===== src/rtl/id_stream_gen_if.sv =====
// rtl/id_stream_gen_if.sv - command, status and character-stream bundle for id_stream_gen
interface id_stream_gen_if;
   logic       start;
   logic [3:0] letter_cnt;
   logic [3:0] digit_cnt;
   logic [4:0] first_letter;
   logic       upper;
   logic [7:0] char;
   logic       char_valid;
   logic       char_ready;
   logic       busy;
   logic       done;
   logic       err;

   modport master (
      input  start, letter_cnt, digit_cnt, first_letter, upper, char_ready,
      output char, char_valid, busy, done, err
   );

   modport slave (
      output start, letter_cnt, digit_cnt, first_letter, upper, char_ready,
      input  char, char_valid, busy, done, err
   );
endinterface


===== src/rtl/id_stream_gen.sv =====
// rtl/id_stream_gen.sv - emits one identifier token (letters, digits, space) per accepted start
module id_stream_gen (
   input logic             clk,
   input logic             rst_n,
   id_stream_gen_if.master bus
);
   typedef enum logic [2:0] {S_IDLE, S_LETTER, S_DIGIT, S_SEP, S_FIN} state_t;

   state_t     state_q, state_d;
   logic [7:0] char_q, char_d;
   logic       valid_q, valid_d;
   logic       busy_q, busy_d;
   logic       done_q, done_d;
   logic       err_q, err_d;
   logic [3:0] cnt_q, cnt_d;
   logic [4:0] idx_q, idx_d;
   logic [3:0] digit_q, digit_d;
   logic [3:0] dcnt_q, dcnt_d;
   logic       upper_q, upper_d;

   logic       xfer;
   logic [4:0] idx_nxt;
   logic [3:0] digit_nxt;

   function automatic logic [7:0] letter_code(input logic up, input logic [4:0] idx);
      return (up ? 8'd65 : 8'd97) + {3'b000, idx};
   endfunction

   assign xfer      = valid_q & bus.char_ready;
   assign idx_nxt   = (idx_q == 5'd25) ? 5'd0 : idx_q + 5'd1;
   assign digit_nxt = (digit_q == 4'd9) ? 4'd0 : digit_q + 4'd1;

   // cnt_q counts characters still to transfer in the current field, including the one on offer
   always_comb begin
      state_d = state_q;
      char_d  = char_q;
      valid_d = valid_q;
      done_d  = 1'b0;
      err_d   = 1'b0;
      cnt_d   = cnt_q;
      idx_d   = idx_q;
      digit_d = digit_q;
      dcnt_d  = dcnt_q;
      upper_d = upper_q;
      case (state_q)
         S_IDLE: begin
            if (bus.start) begin
               if (bus.letter_cnt != 4'd0 && bus.first_letter <= 5'd25) begin
                  state_d = S_LETTER;
                  upper_d = bus.upper;
                  dcnt_d  = bus.digit_cnt;
                  cnt_d   = bus.letter_cnt;
                  idx_d   = bus.first_letter;
                  digit_d = 4'd0;
                  valid_d = 1'b1;
                  char_d  = letter_code(bus.upper, bus.first_letter);
               end else begin
                  err_d = 1'b1;
               end
            end
         end
         S_LETTER: begin
            if (xfer) begin
               if (cnt_q == 4'd1) begin
                  if (dcnt_q != 4'd0) begin
                     state_d = S_DIGIT;
                     cnt_d   = dcnt_q;
                     digit_d = 4'd0;
                     char_d  = 8'd48;
                  end else begin
                     state_d = S_SEP;
                     cnt_d   = 4'd0;
                     char_d  = 8'd32;
                  end
               end else begin
                  cnt_d  = cnt_q - 4'd1;
                  idx_d  = idx_nxt;
                  char_d = letter_code(upper_q, idx_nxt);
               end
            end
         end
         S_DIGIT: begin
            if (xfer) begin
               if (cnt_q == 4'd1) begin
                  state_d = S_SEP;
                  cnt_d   = 4'd0;
                  char_d  = 8'd32;
               end else begin
                  cnt_d   = cnt_q - 4'd1;
                  digit_d = digit_nxt;
                  char_d  = 8'd48 + {4'b0000, digit_nxt};
               end
            end
         end
         S_SEP: begin
            if (xfer) begin
               state_d = S_FIN;
               valid_d = 1'b0;
               char_d  = 8'd0;
               done_d  = 1'b1;
            end
         end
         S_FIN: begin
            state_d = S_IDLE;
         end
         default: begin
            state_d = S_IDLE;
            valid_d = 1'b0;
            char_d  = 8'd0;
         end
      endcase
      busy_d = (state_d != S_IDLE);
   end

   always_ff @(posedge clk or negedge rst_n) begin
      if (!rst_n) begin
         state_q <= S_IDLE;
         char_q  <= 8'd0;
         valid_q <= 1'b0;
         busy_q  <= 1'b0;
         done_q  <= 1'b0;
         err_q   <= 1'b0;
         cnt_q   <= 4'd0;
         idx_q   <= 5'd0;
         digit_q <= 4'd0;
         dcnt_q  <= 4'd0;
         upper_q <= 1'b0;
      end else begin
         state_q <= state_d;
         char_q  <= char_d;
         valid_q <= valid_d;
         busy_q  <= busy_d;
         done_q  <= done_d;
         err_q   <= err_d;
         cnt_q   <= cnt_d;
         idx_q   <= idx_d;
         digit_q <= digit_d;
         dcnt_q  <= dcnt_d;
         upper_q <= upper_d;
      end
   end

   assign bus.char       = char_q;
   assign bus.char_valid = valid_q;
   assign bus.busy       = busy_q;
   assign bus.done       = done_q;
   assign bus.err        = err_q;
endmodule


===== src/flat_wrapper.sv =====
// flat-port wrapper written by rule: the top's interface ports become plain ports
module id_stream_gen_flat 
  (clk, rst_n, bus_start, bus_letter_cnt, bus_digit_cnt, bus_first_letter, bus_upper, bus_char_ready, bus_char, bus_char_valid, bus_busy, bus_done, bus_err);
  id_stream_gen_if bus_i ();
  input logic clk;
  input logic rst_n;
  input wire logic [$bits(bus_i.start)-1:0] bus_start;
  input wire logic [$bits(bus_i.letter_cnt)-1:0] bus_letter_cnt;
  input wire logic [$bits(bus_i.digit_cnt)-1:0] bus_digit_cnt;
  input wire logic [$bits(bus_i.first_letter)-1:0] bus_first_letter;
  input wire logic [$bits(bus_i.upper)-1:0] bus_upper;
  input wire logic [$bits(bus_i.char_ready)-1:0] bus_char_ready;
  output wire logic [$bits(bus_i.char)-1:0] bus_char;
  output wire logic [$bits(bus_i.char_valid)-1:0] bus_char_valid;
  output wire logic [$bits(bus_i.busy)-1:0] bus_busy;
  output wire logic [$bits(bus_i.done)-1:0] bus_done;
  output wire logic [$bits(bus_i.err)-1:0] bus_err;
  assign bus_i.start = bus_start;
  assign bus_i.letter_cnt = bus_letter_cnt;
  assign bus_i.digit_cnt = bus_digit_cnt;
  assign bus_i.first_letter = bus_first_letter;
  assign bus_i.upper = bus_upper;
  assign bus_i.char_ready = bus_char_ready;
  assign bus_char = bus_i.char;
  assign bus_char_valid = bus_i.char_valid;
  assign bus_busy = bus_i.busy;
  assign bus_done = bus_i.done;
  assign bus_err = bus_i.err;
  id_stream_gen u_core (.clk(clk), .rst_n(rst_n), .bus(bus_i));
endmodule

===== config.mk =====
export PLATFORM = sky130hd
export DESIGN_NAME = id_stream_gen_flat
export DESIGN_NICKNAME = d
export VERILOG_FILES = /design/src/rtl/id_stream_gen_if.sv /design/src/rtl/id_stream_gen.sv /design/src/flat_wrapper.sv
export SDC_FILE = /design/constraint.sdc
export NUM_CORES = 1
export LEC_CHECK = 0
export BUFFER_PORTS_ARGS = -buffer_cell sky130_fd_sc_hd__buf_2
export CAP_MARGIN = 15
export CORE_ASPECT_RATIO = 1.75
export CORE_MARGIN = 4
export CORE_UTILIZATION = 45
export CTS_BUF_LIST = sky130_fd_sc_hd__clkbuf_8 sky130_fd_sc_hd__clkbuf_16
export DETAILED_ROUTE_END_ITERATION = 8
export PLACE_DENSITY = 0.68
export SLEW_MARGIN = 20
export SYNTH_ARGS = -nofsm -noshare
export SYNTH_HDL_FRONTEND = slang
export SYNTH_SLANG_ARGS = --single-unit

===== constraint.sdc =====
create_clock -name clk -period 3.9 [get_ports clk]
set_input_delay 0 -clock clk [delete_from_list [all_inputs] [get_ports clk]]
set_output_delay 0 -clock clk [all_outputs]
set_load 0.05 [all_outputs]

==> qor.csv, run 1 <==
metric;value;unit
status;completed;
wl_per_cell;17.59;um
grt_usage;20.19;%
syn_avg_cell_area;9.172;sq um
cp_cell_sequence;ha_1 -> and4b_1 -> nor2_1 -> ha_1 -> inv_1 -> or4_1 -> a31oi_1 -> o22ai_1;
synthFlopType;dfrtp_1;
io_pins;30;
rows;34;
crit_family;simple AND/OR/NAND/NOR gates;
layout.nets;306;
min_period_over_period;63.84;%
gp_congestion;0.8713;
numCtsBuffers;5;
vdd_drop_max;0.0005485;V
syn_nets;276;
rsz0062_at_grt;false;
dieArea;6301;sq um
arrival;2.65;ns
worst_setup_path_end_kind;flop;
clock-root-buffer;clkbuf_8;
portBuffers;29;
finalSetupTns;0;ns
overflow;0;
grt_max_degree;34;
fin_worst_skew;0.007500;ns
holdPathStages;2;
cts.reportedPaths.clkPinSlew;0.07;ns
synth_cell_type_count;57;
slew_viol_final;0;
diodes;0;
synth_area_leaders;dfrtp_1, ha_1, mux2_2;
hp-class;input port to flop;
core;4935;sq um
start_util;46.10;%
antenna_found_initial;0;
start_kind;flop;
worstPathRequired;4.06;ns
path_class;flop to flop;
min_from;bus_upper;
dr.pass1.iters;4;
ant_nets;0;
synth_most_common_cell;dfrtp_1;
cts.sinks;33;
netlist_instances;248;
fp.dieH;102.1;um
drc;0;
async_reset_ff_share;100.0;%
synth-edff-count;0;
fmax;401.6;MHz
reg2reg_from;u_core.idx_q[0];
viasPerCell;6.009;
synth-seq-cells;33;
crit_fanout;10;
worst_slew_pin_slew;0.7636;ns
rr_endpoint;u_core.bus.char[4];
fp.dieW;61.75;um
synth_top_area_cell;dfrtp_1;
grt_pass1_vias;2006;
drt-initial-drc-count;82;
netlist_area;2275;sq um
clk_latency;0.29;ns
synth_warnings;0;
crit_path_max_incr_delay;0.52;ns
critPathBufInv;1;
clockBufferDepth;2;
powerDensity;889.4;nW/um^2
ctsHtreeMaxLevel;2;
syn_to_final_growth;13.37;%
dpl.hpwl;4506;um
hold_viol;0;
finalCriticalPeriod;2.490;ns
grt_pass1_wl;9404;um
drt-total-wl;5857;um
p_leak;0.001125;uW
path_common_cell;ha_1;
worst-r2r-cell-count;8;
r2r_slack;1.41;ns
vias;2001;
yosysSeqAreaShare;36.30;%
power;2293;uW
cts_setup_buffers;0;
cp_slowest_cell;or4_1;
finalSetupViolCount;0;
tritoncts;yes;
holdPathEnd;u_core.upper_q;
max-cap-violations;0;
synth_common_cells;dfrtp_1, nor2_1, nand2_1;
slew-limit-headroom;49.09;%
ctsResizeCount;0;
layout-drive-gt1-share;21.15;%
synth.top_cell.area_share;36.30;%
hold_ws;0.02890;ns
[how the worst max path moves through the flow]
stage                          startpoint                 end  slack (ns)  cells past startpoint
after global routing      u_core.idx_q[0]  u_core.bus.char[4]        1.21                      8
after detailed placement  u_core.idx_q[0]  u_core.bus.char[4]        1.43                      8
after global placement    u_core.idx_q[0]  u_core.bus.char[4]        1.40                      8
after CTS                 u_core.idx_q[0]  u_core.bus.char[4]        1.42                      8
final                     u_core.idx_q[0]  u_core.bus.char[4]        1.41                      8
after floorplan           u_core.idx_q[0]  u_core.bus.char[4]        1.69                      9
[worst reg2reg max path, stage by stage, from the launching register on]
cell and delay (ns):
dfrtp_1 0.49, ha_1 0.31, and4b_1 0.28, nor2_1 0.23, ha_1 0.20, inv_1 0.05
or4_1 0.52, a31oi_1 0.21, o22ai_1 0.09
[state kept, by name, indices dropped and copies added (netlist names)]
register and cells:
u_core.bus.char 8, u_core.idx_q 5, u_core.cnt_q 4, u_core.dcnt_q 4, u_core.digit_q 4, u_core.state_q 3, u_core.bus.busy 1, u_core.bus.char_valid 1
u_core.bus.done 1, u_core.bus.err 1, u_core.upper_q 1
[per-layer routing]
| layer | global-route usage, % | wire [um] | up-vias |
|---|---|---|---|
| met5 | 0 | 0 | - |
| met4 | 13.73 | 391 | 0 |
| met3 | 3.287 | 208 | 28 |
| met2 | 33.82 | 3100 | 53 |
| met1 | 22.33 | 2157 | 937 |
| li1 | - | - | 983 |
[kinds of logic after synthesis]
group / share of synthesized area (%)
buffers and inverters: 3.905
AND/OR/NAND/NOR: 21.51
adder cells (fa/ha/maj): 5.501
multiplexers: 7.646
AO/OA/AOI/OAI: 22.44
XOR/XNOR: 2.695
flip-flops: 36.30
[layout by cell type, fill, tap and decap left out, types with 3 or more instances in the layout]
| master | n |
|---|---|
| a22oi_1 | 6 |
| a21oi_1 | 13 |
| ha_1 | 10 |
| nand2_1 | 20 |
| a2bb2oi_1 | 3 |
| o22ai_1 | 3 |
| nand3_1 | 5 |
| a31oi_1 | 4 |
| dfrtp_1 | 33 |
| or3_1 | 3 |
| dlygate4sd3_1 | 6 |
| buf_2 | 29 |
| inv_1 | 9 |
| nor3_1 | 10 |
| o31a_1 | 3 |
| nor3b_1 | 3 |
| nor2_1 | 23 |
| o31ai_1 | 7 |
| nor2b_1 | 5 |
| mux2_2 | 11 |
| clkbuf_8 | 5 |
| o21ai_0 | 14 |
| xnor2_1 | 5 |
| nor4_1 | 3 |
[metrics by stage]
stage               area, sq um  setup WS [ns]  cells  utilization (%)
floorplan                  2275          1.686    248                -
CTS                        2579          1.417    333            52.26
global placement           2432          1.397    319            49.29
detailed placement         2432          1.429    319            49.29
global route               2579          1.211    333            52.26
finish                     2579          1.410    333            52.26
[cell type report]
class	instances	area, sq um
clock buffer	5	68.82
fill	455	2356
multi-input combinational	194	1360
inverter	9	33.78
tap	54	67.56
clock inverter	3	17.52
timing repair buffer	35	205.2
sequential	33	825.8
[timing repair]
| action | 4_1_cts | 5_1_grt |
|---|---|---|
| hold buffers | 6 | 0 |
| hold endpoints to repair | 38 | 0 |
| endpoints found under the setup margin | 0 | 0 |
[where the power goes]
| part | total [uW] | internal [uW] | switching (uW) |
|---|---|---|---|
| logic | 1360 | 537 | 825 |
| clock network | 256 | 123 | 133 |
| registers | 675 | 489 | 187 |
| total | 2290 | 1150 | 1140 |
(Power assumes the default switching activity.)
==> inputs of run 2 (changes only) <==
--- a/config.mk
+++ b/config.mk
@@ -5,6 +5,7 @@
 export SDC_FILE = /design/constraint.sdc
 export NUM_CORES = 1
 export LEC_CHECK = 0
+export ABC_AREA = 1
 export BUFFER_PORTS_ARGS = -buffer_cell sky130_fd_sc_hd__buf_2
 export CAP_MARGIN = 15
 export CORE_ASPECT_RATIO = 1.75
@@ -12,7 +13,7 @@
 export CORE_UTILIZATION = 45
 export CTS_BUF_LIST = sky130_fd_sc_hd__clkbuf_8 sky130_fd_sc_hd__clkbuf_16
 export DETAILED_ROUTE_END_ITERATION = 8
-export PLACE_DENSITY = 0.68
+export PLACE_DENSITY = 0.7
 export SLEW_MARGIN = 20
 export SYNTH_ARGS = -nofsm -noshare
 export SYNTH_HDL_FRONTEND = slang
==> constraint.sdc (replaced) <==
create_clock -name clk -period 2.2 [get_ports clk]
set_input_delay 0 -clock clk [delete_from_list [all_inputs] [get_ports clk]]
set_output_delay 0 -clock clk [all_outputs]
set_load 0.05 [all_outputs]
==> qor.csv, run 2 <==
metric;value;unit;change
synth_most_common_cell;nand2_1;;
worst_slew_pin_slew;0.7413;ns;-0.02236 ns
final_common_cell;nand2_1;;
dieArea;6292;sq um;-0.15%
status;completed;;
viasPerCell;5.247;;-13%
hold_ws;0.02268;ns;-0.006220 ns
powerDensity;415.5;nW/um^2;-53%
fillCellCount;509;;+12%
hp-class;input port to flop;;
layout.nets;376;;+23%
synth_cell_type_count;34;;-40%
crit_fanout;6;;-4
numCtsBuffers;5;;unchanged
grt_max_degree;34;;unchanged
grt_usage;19.82;%;-0.37 points
mostFrequentLayoutCells;nand2_1, inv_1, dfrtp_1;;
grt_pass1_vias;2090;;+4.2%
power.internal;841.0;uW;-27%
p_switching;249.7;uW;-78%
combPwrFrac;6.2;%;-53 points
cp_slowest_cell;dfrtp_1;;
power_frac_seq;55.6;%;+26 points
p_sw_share;22.90;%;-27 points
drt-total-wl;5549;um;-5.3%
syn_nets;334;;+21%
finalCriticalPeriod;1.933;ns;-0.5565 ns
largest_reg_flops;8;;unchanged
critPathBufInv;3;;+2
wl_per_cell;13.84;um;-21%
cts.sinks;33;;unchanged
syn_avg_cell_area;7.421;sq um;-19%
crit_path_max_incr_delay;0.43;ns;-0.09 ns
rsz0062_at_grt;false;;
fin_worst_skew;0.005034;ns;-0.002465 ns
fmax;517.2;MHz;+29%
start_util;46.02;%;-0.076 points
start_kind;flop;;
layout-drive-gt1-share;20.75;%;-0.40 points
hold_viol;0;;unchanged
power;1091;uW;-52%
finalSetupTns;0;ns;unchanged
arrival;2.10;ns;-0.55 ns
synth.top_cell.area_share;36.36;%;+0.060 points
netlist_instances;306;;+23%
clockBufferDepth;2;;unchanged
path_common_cell;nand2_1;;
synth_area_leaders;dfrtp_1, nand2_1, inv_1;;
gp_congestion;0.9163;;+5.2%
core;4935;sq um;unchanged
synthFlopType;dfrtp_1;;
synth-edff-count;0;;unchanged
clock-root-buffer;clkbuf_8;;
diodes;0;;unchanged
io_pins;30;;unchanged
overflow;0;;unchanged
async_reset_ff_share;100.0;%;unchanged
path_class;flop to flop;;
portBuffers;29;;unchanged
slew_viol_final;0;;unchanged
antenna_found_initial;0;;unchanged
yosysSeqAreaShare;36.36;%;+0.060 points
synth_common_cells;nand2_1, inv_1, dfrtp_1;;
dpl.hpwl;4384;um;-2.7%
grt_pass1_wl;9190;um;-2.3%
p_leak;0.001400;uW;+24%
worstPathRequired;2.37;ns;-1.69 ns
max-cap-violations;0;;unchanged
netlist_area;2271;sq um;-0.17%
vias;2104;;+5.1%
slew-limit-headroom;50.58;%;+1.5 points
tritoncts;yes;;
synth-seq-cells;33;;unchanged
min_period_over_period;87.88;%;+24 points
vdd_drop_max;0.0003468;V;-37%
ctsHtreeMaxLevel;2;;unchanged
crit_family;simple AND/OR/NAND/NOR gates;;
rows;34;;unchanged
synth_warnings;0;;unchanged
syn_to_final_growth;15.59;%;
finalSetupViolCount;0;;unchanged
fp.dieH;102.0;um;about the same
fp.dieW;61.70;um;about the same
drt-initial-drc-count;94;;+15%
clock_power_share;38.2;%;+27 points
synth_top_area_cell;dfrtp_1;;
ant_nets;0;;unchanged
clk_latency;0.28;ns;about the same
drc;0;;unchanged
cp_cell_sequence;ha_1 -> inv_1 -> nor2_1 -> nand2_1 -> nand2_1 -> inv_1 -> ha_1 -> inv_1 -> nor3_2 -> nand2_1 -> nand2_1 -> nand2_1 -> nand2_1 -> nand2_1 -> nand2_1 -> nand2_1;;
dr.pass1.iters;5;;+1
worst_setup_path_end_kind;flop;;
cts.reportedPaths.clkPinSlew;0.07;ns;about the same
run 2: path summary, 6_finish.rpt:
path / startpoint / to / slack, ns / cells after the start
setup / recovery: u_core.idx_q[0] / u_core.bus.char[4] / 0.27 / 16
hold / removal: bus_upper / u_core.upper_q / 0.02 / 3
setup reg to reg: u_core.idx_q[0] / u_core.bus.char[4] / 0.27 / 16
hold reg to reg: u_core.bus.char[5] / u_core.bus.char[5] / 0.48 / 2
max in group asynchronous: rst_n / u_core.idx_q[1] / 1.40 / 2
min in group asynchronous: rst_n / u_core.bus.char[3] / 0.31 / 2
run 2: tightest hold or removal path: stages:
cell and delay (ns):
buf_2 0.13, nor2_1 0.10, a21oi_1 0.04
run 2: per-stage QoR:
step                      cells  area, sq um  worst slack (ns)  util, %
final                       401         2625            0.2666    53.19
after global routing        401         2625           0.06182    53.19
after CTS                   401         2620            0.1901    53.09
after detailed placement    390         2496            0.2081    50.58
after global placement      390         2496            0.2983    50.58
after floorplan             306         2271            0.4038        -
run 2: timing repair:
action,CTS,global route
gates resized for setup,0,1
endpoints found under the hold margin,37,0
endpoints found under the setup margin,0,1
buffers inserted,0,0
hold buffers,5,0
run 2: final cells by class:
class                           instances  area, sq um  share of cell area (%)
Clock buffer                            5        68.82                   2.622
Tap cell                               54        67.56                   2.574
Multi-Input combinational cell        228         1269                   48.33
Clock inverter                          1        5.005                  0.1907
Sequential cell                        33        825.8                   31.46
Inverter                               43        171.4                   6.530
Timing Repair Buffer                   37        217.7                   8.294
run 2: layer usage:
metal  track usage [%]  part of all wire, %
met1             21.86                   40
met2             34.79                   53
met3             2.908                  3.2
met4             10.78                  4.6
met5                 0                    0
run 2: cells by family after synthesis:
kind of cell | after synthesis | share of synthesized area, %
AOI/OAI and AO/OA | 52 | 14.60
buffers and inverters | 45 | 7.989
adders and majority gates | 10 | 5.510
DFF | 33 | 36.36
and+or+nand+nor | 162 | 33.99
xor gates and xnor gates | 4 | 1.543
run 2: power groups by stage:
stage / registers (uW) / logic, uW / clock network [uW]
global placement: 618 / 60.8 / 0
global route: 606 / 76.7 / 458
finish: 607 / 67.5 / 416
CTS: 607 / 67.7 / 428
detailed placement: 618 / 60.9 / 0
floorplan: 618 / 21.9 / 0
==> inputs of run 3 (changes only) <==
--- a/config.mk
+++ b/config.mk
@@ -6,7 +6,7 @@
 export NUM_CORES = 1
 export LEC_CHECK = 0
 export ABC_AREA = 1
-export BUFFER_PORTS_ARGS = -buffer_cell sky130_fd_sc_hd__buf_2
+export BUFFER_PORTS_ARGS = -buffer_cell sky130_fd_sc_hd__buf_4
 export CAP_MARGIN = 15
 export CORE_ASPECT_RATIO = 1.75
 export CORE_MARGIN = 4
==> qor.csv, run 3 (synthesis results as in run 2) <==
metric;value;unit;change
io_pins;30;;unchanged
fp.dieW;61.70;um;unchanged
combPwrFrac;6.8;%;+0.6 points
rows;34;;unchanged
final_common_cell;nand2_1;;
fp.dieH;102.0;um;unchanged
start_kind;flop;;
arrival;2.16;ns;+0.06 ns
fillCellCount;494;;-2.9%
worst_slew_pin_slew;0.4276;ns;-0.3136 ns
min_period_over_period;89.68;%;+1.8 points
portBuffers;29;;unchanged
power;1130;uW;+3.6%
gp_congestion;0.9172;;about the same
clock_power_share;39.5;%;+1.3 points
finalSetupViolCount;0;;unchanged
drt-total-wl;5535;um;-0.25%
grt_max_degree;34;;unchanged
p_switching;273.2;uW;+9.4%
largest_reg_flops;8;;unchanged
viasPerCell;5.258;;+0.21%
clockBufferDepth;2;;unchanged
dp_cells;389;;-0.26%
wl_per_cell;13.73;um;-0.75%
slew-limit-headroom;71.49;%;+21 points
fin_ws;0.2270;ns;-0.03966 ns
worst_setup_path_end_kind;flop;;
finalCriticalPeriod;1.973;ns;+0.03966 ns
cts.reportedPaths.clkPinSlew;0.08;ns;about the same
hp-class;input port to flop;;
worstPathRequired;2.39;ns;+0.02 ns
fmax;506.8;MHz;-2.0%
crit_fanout;6;;unchanged
vias;2119;;+0.71%
p_sw_share;24.17;%;+1.3 points
dpl.hpwl;4416;um;+0.73%
clk_latency;0.29;ns;about the same
layout.nets;376;;unchanged
numCtsBuffers;5;;unchanged
core;4935;sq um;unchanged
overflow;0;;unchanged
cts_setup_buffers;0;;unchanged
ant_nets;0;;unchanged
p_leak;0.001423;uW;+1.6%
powerDensity;417.3;nW/um^2;+0.43%
power_frac_seq;53.6;%;-2.0 points
dr.pass1.iters;4;;-1
cts.sinks;33;;unchanged
antenna_found_initial;0;;unchanged
rsz0062_at_grt;false;;
path_class;flop to flop;;
layout-drive-gt1-share;20.63;%;-0.12 points
drt-initial-drc-count;85;;-9.6%
diodes;0;;unchanged
vdd_drop_max;0.0003500;V;+0.91%
power.internal;857.1;uW;+1.9%
slew_viol_final;0;;unchanged
postLayoutCoreUtil;54.89;%;+1.7 points
grt_usage;20.24;%;+0.43 points
ctsHtreeMaxLevel;2;;unchanged
dpl_worst_slack;0.1507;ns;-0.05734 ns
grt_pass1_vias;2149;;+2.8%
clock-root-buffer;clkbuf_8;;
status;completed;;
dieArea;6292;sq um;unchanged
drc;0;;unchanged
max-cap-violations;0;;unchanged
finalSetupTns;0;ns;unchanged
final_cells;403;;+0.50%
grt_pass1_wl;9480;um;+3.2%
hold_viol;0;;unchanged
start_util;46.02;%;unchanged
syn_to_final_growth;19.28;%;
fin_worst_skew;0.007942;ns;+0.002908 ns
mostFrequentLayoutCells;nand2_1, inv_1, dfrtp_1;;
tritoncts;yes;;
## run 3: cell count changes in the layout (fill, tap and decap cells not counted)
cell           previous run  this run
inv_1                    36        37
dlygate4sd3_1             5         6
clkinv_2                  1         2
buf_2                    29         0
buf_4                     3        31
## run 3: power groups by stage
| stage | combinational [uW] | clock, uW | sequential [uW] |
|---|---|---|---|
| 3_3_place_gp | 69.5 | 0 | 618 |
| 5_1_grt | 87.6 | 488 | 606 |
| 6_report | 77.3 | 447 | 606 |
| 4_1_cts | 78.8 | 460 | 606 |
| 3_5_place_dp | 70.1 | 0 | 618 |
| 2_1_floorplan | 21.9 | 0 | 618 |
## run 3: final timing paths
| kind | from | endpoint | slack [ns] | depth (start not counted) |
|---|---|---|---|---|
| max | u_core.idx_q[0] | u_core.bus.char[4] | 0.23 | 16 |
| min | bus_letter_cnt[3] | u_core.cnt_q[3] | 0.04 | 5 |
| max reg2reg | u_core.idx_q[0] | u_core.bus.char[4] | 0.23 | 16 |
| min reg2reg | u_core.bus.char[5] | u_core.bus.char[5] | 0.48 | 2 |
| max in group asynchronous | rst_n | u_core.digit_q[0] | 1.70 | 2 |
| min in group asynchronous | rst_n | u_core.bus.char[0] | 0.19 | 2 |
## run 3: cell type report
class / count / area, sq um / area share (%)
Clock buffer: 5 / 68.82 / 2.540
Clock inverter: 3 / 13.76 / 0.5081
Inverter: 43 / 171.4 / 6.328
Multi-Input combinational cell: 228 / 1269 / 46.84
Sequential cell: 33 / 825.8 / 30.48
Tap cell: 54 / 67.56 / 2.494
Timing Repair Buffer: 37 / 292.8 / 10.81
## run 3: routing by layer
layer  track usage [%]  share of wire, %
met5                 0                 0
met4             11.60               4.9
met3             3.413               3.3
met2             35.59                55
met1             21.72                37
## run 3: critical path, stage by stage, from the launching register on
cell	delay, ns
dfrtp_1	0.44
ha_1	0.24
inv_1	0.06
nor2_1	0.03
nand2_1	0.10
nand2_1	0.12
inv_1	0.08
ha_1	0.14
inv_1	0.04
nor3_2	0.23
nand2_1	0.09
nand2_1	0.07
nand2_1	0.05
nand2_1	0.05
nand2_1	0.04
nand2_1	0.06
nand2_1	0.04
## run 3: timing repair
action	CTS	global route
hold buffers	6	0
hold endpoints to repair	38	0
setup endpoints to repair	0	2
resized for setup	0	1
## run 3: through the flow
| stage | hold WS [ns] | area, sq um |
|---|---|---|
| floorplan | -0.2956 | 2271 |
| global placement | -0.02713 | 2561 |
| detailed placement | -0.02502 | 2561 |
| CTS | 0.04632 | 2704 |
| global route | 0.05625 | 2709 |
| finish | 0.03719 | 2709 |
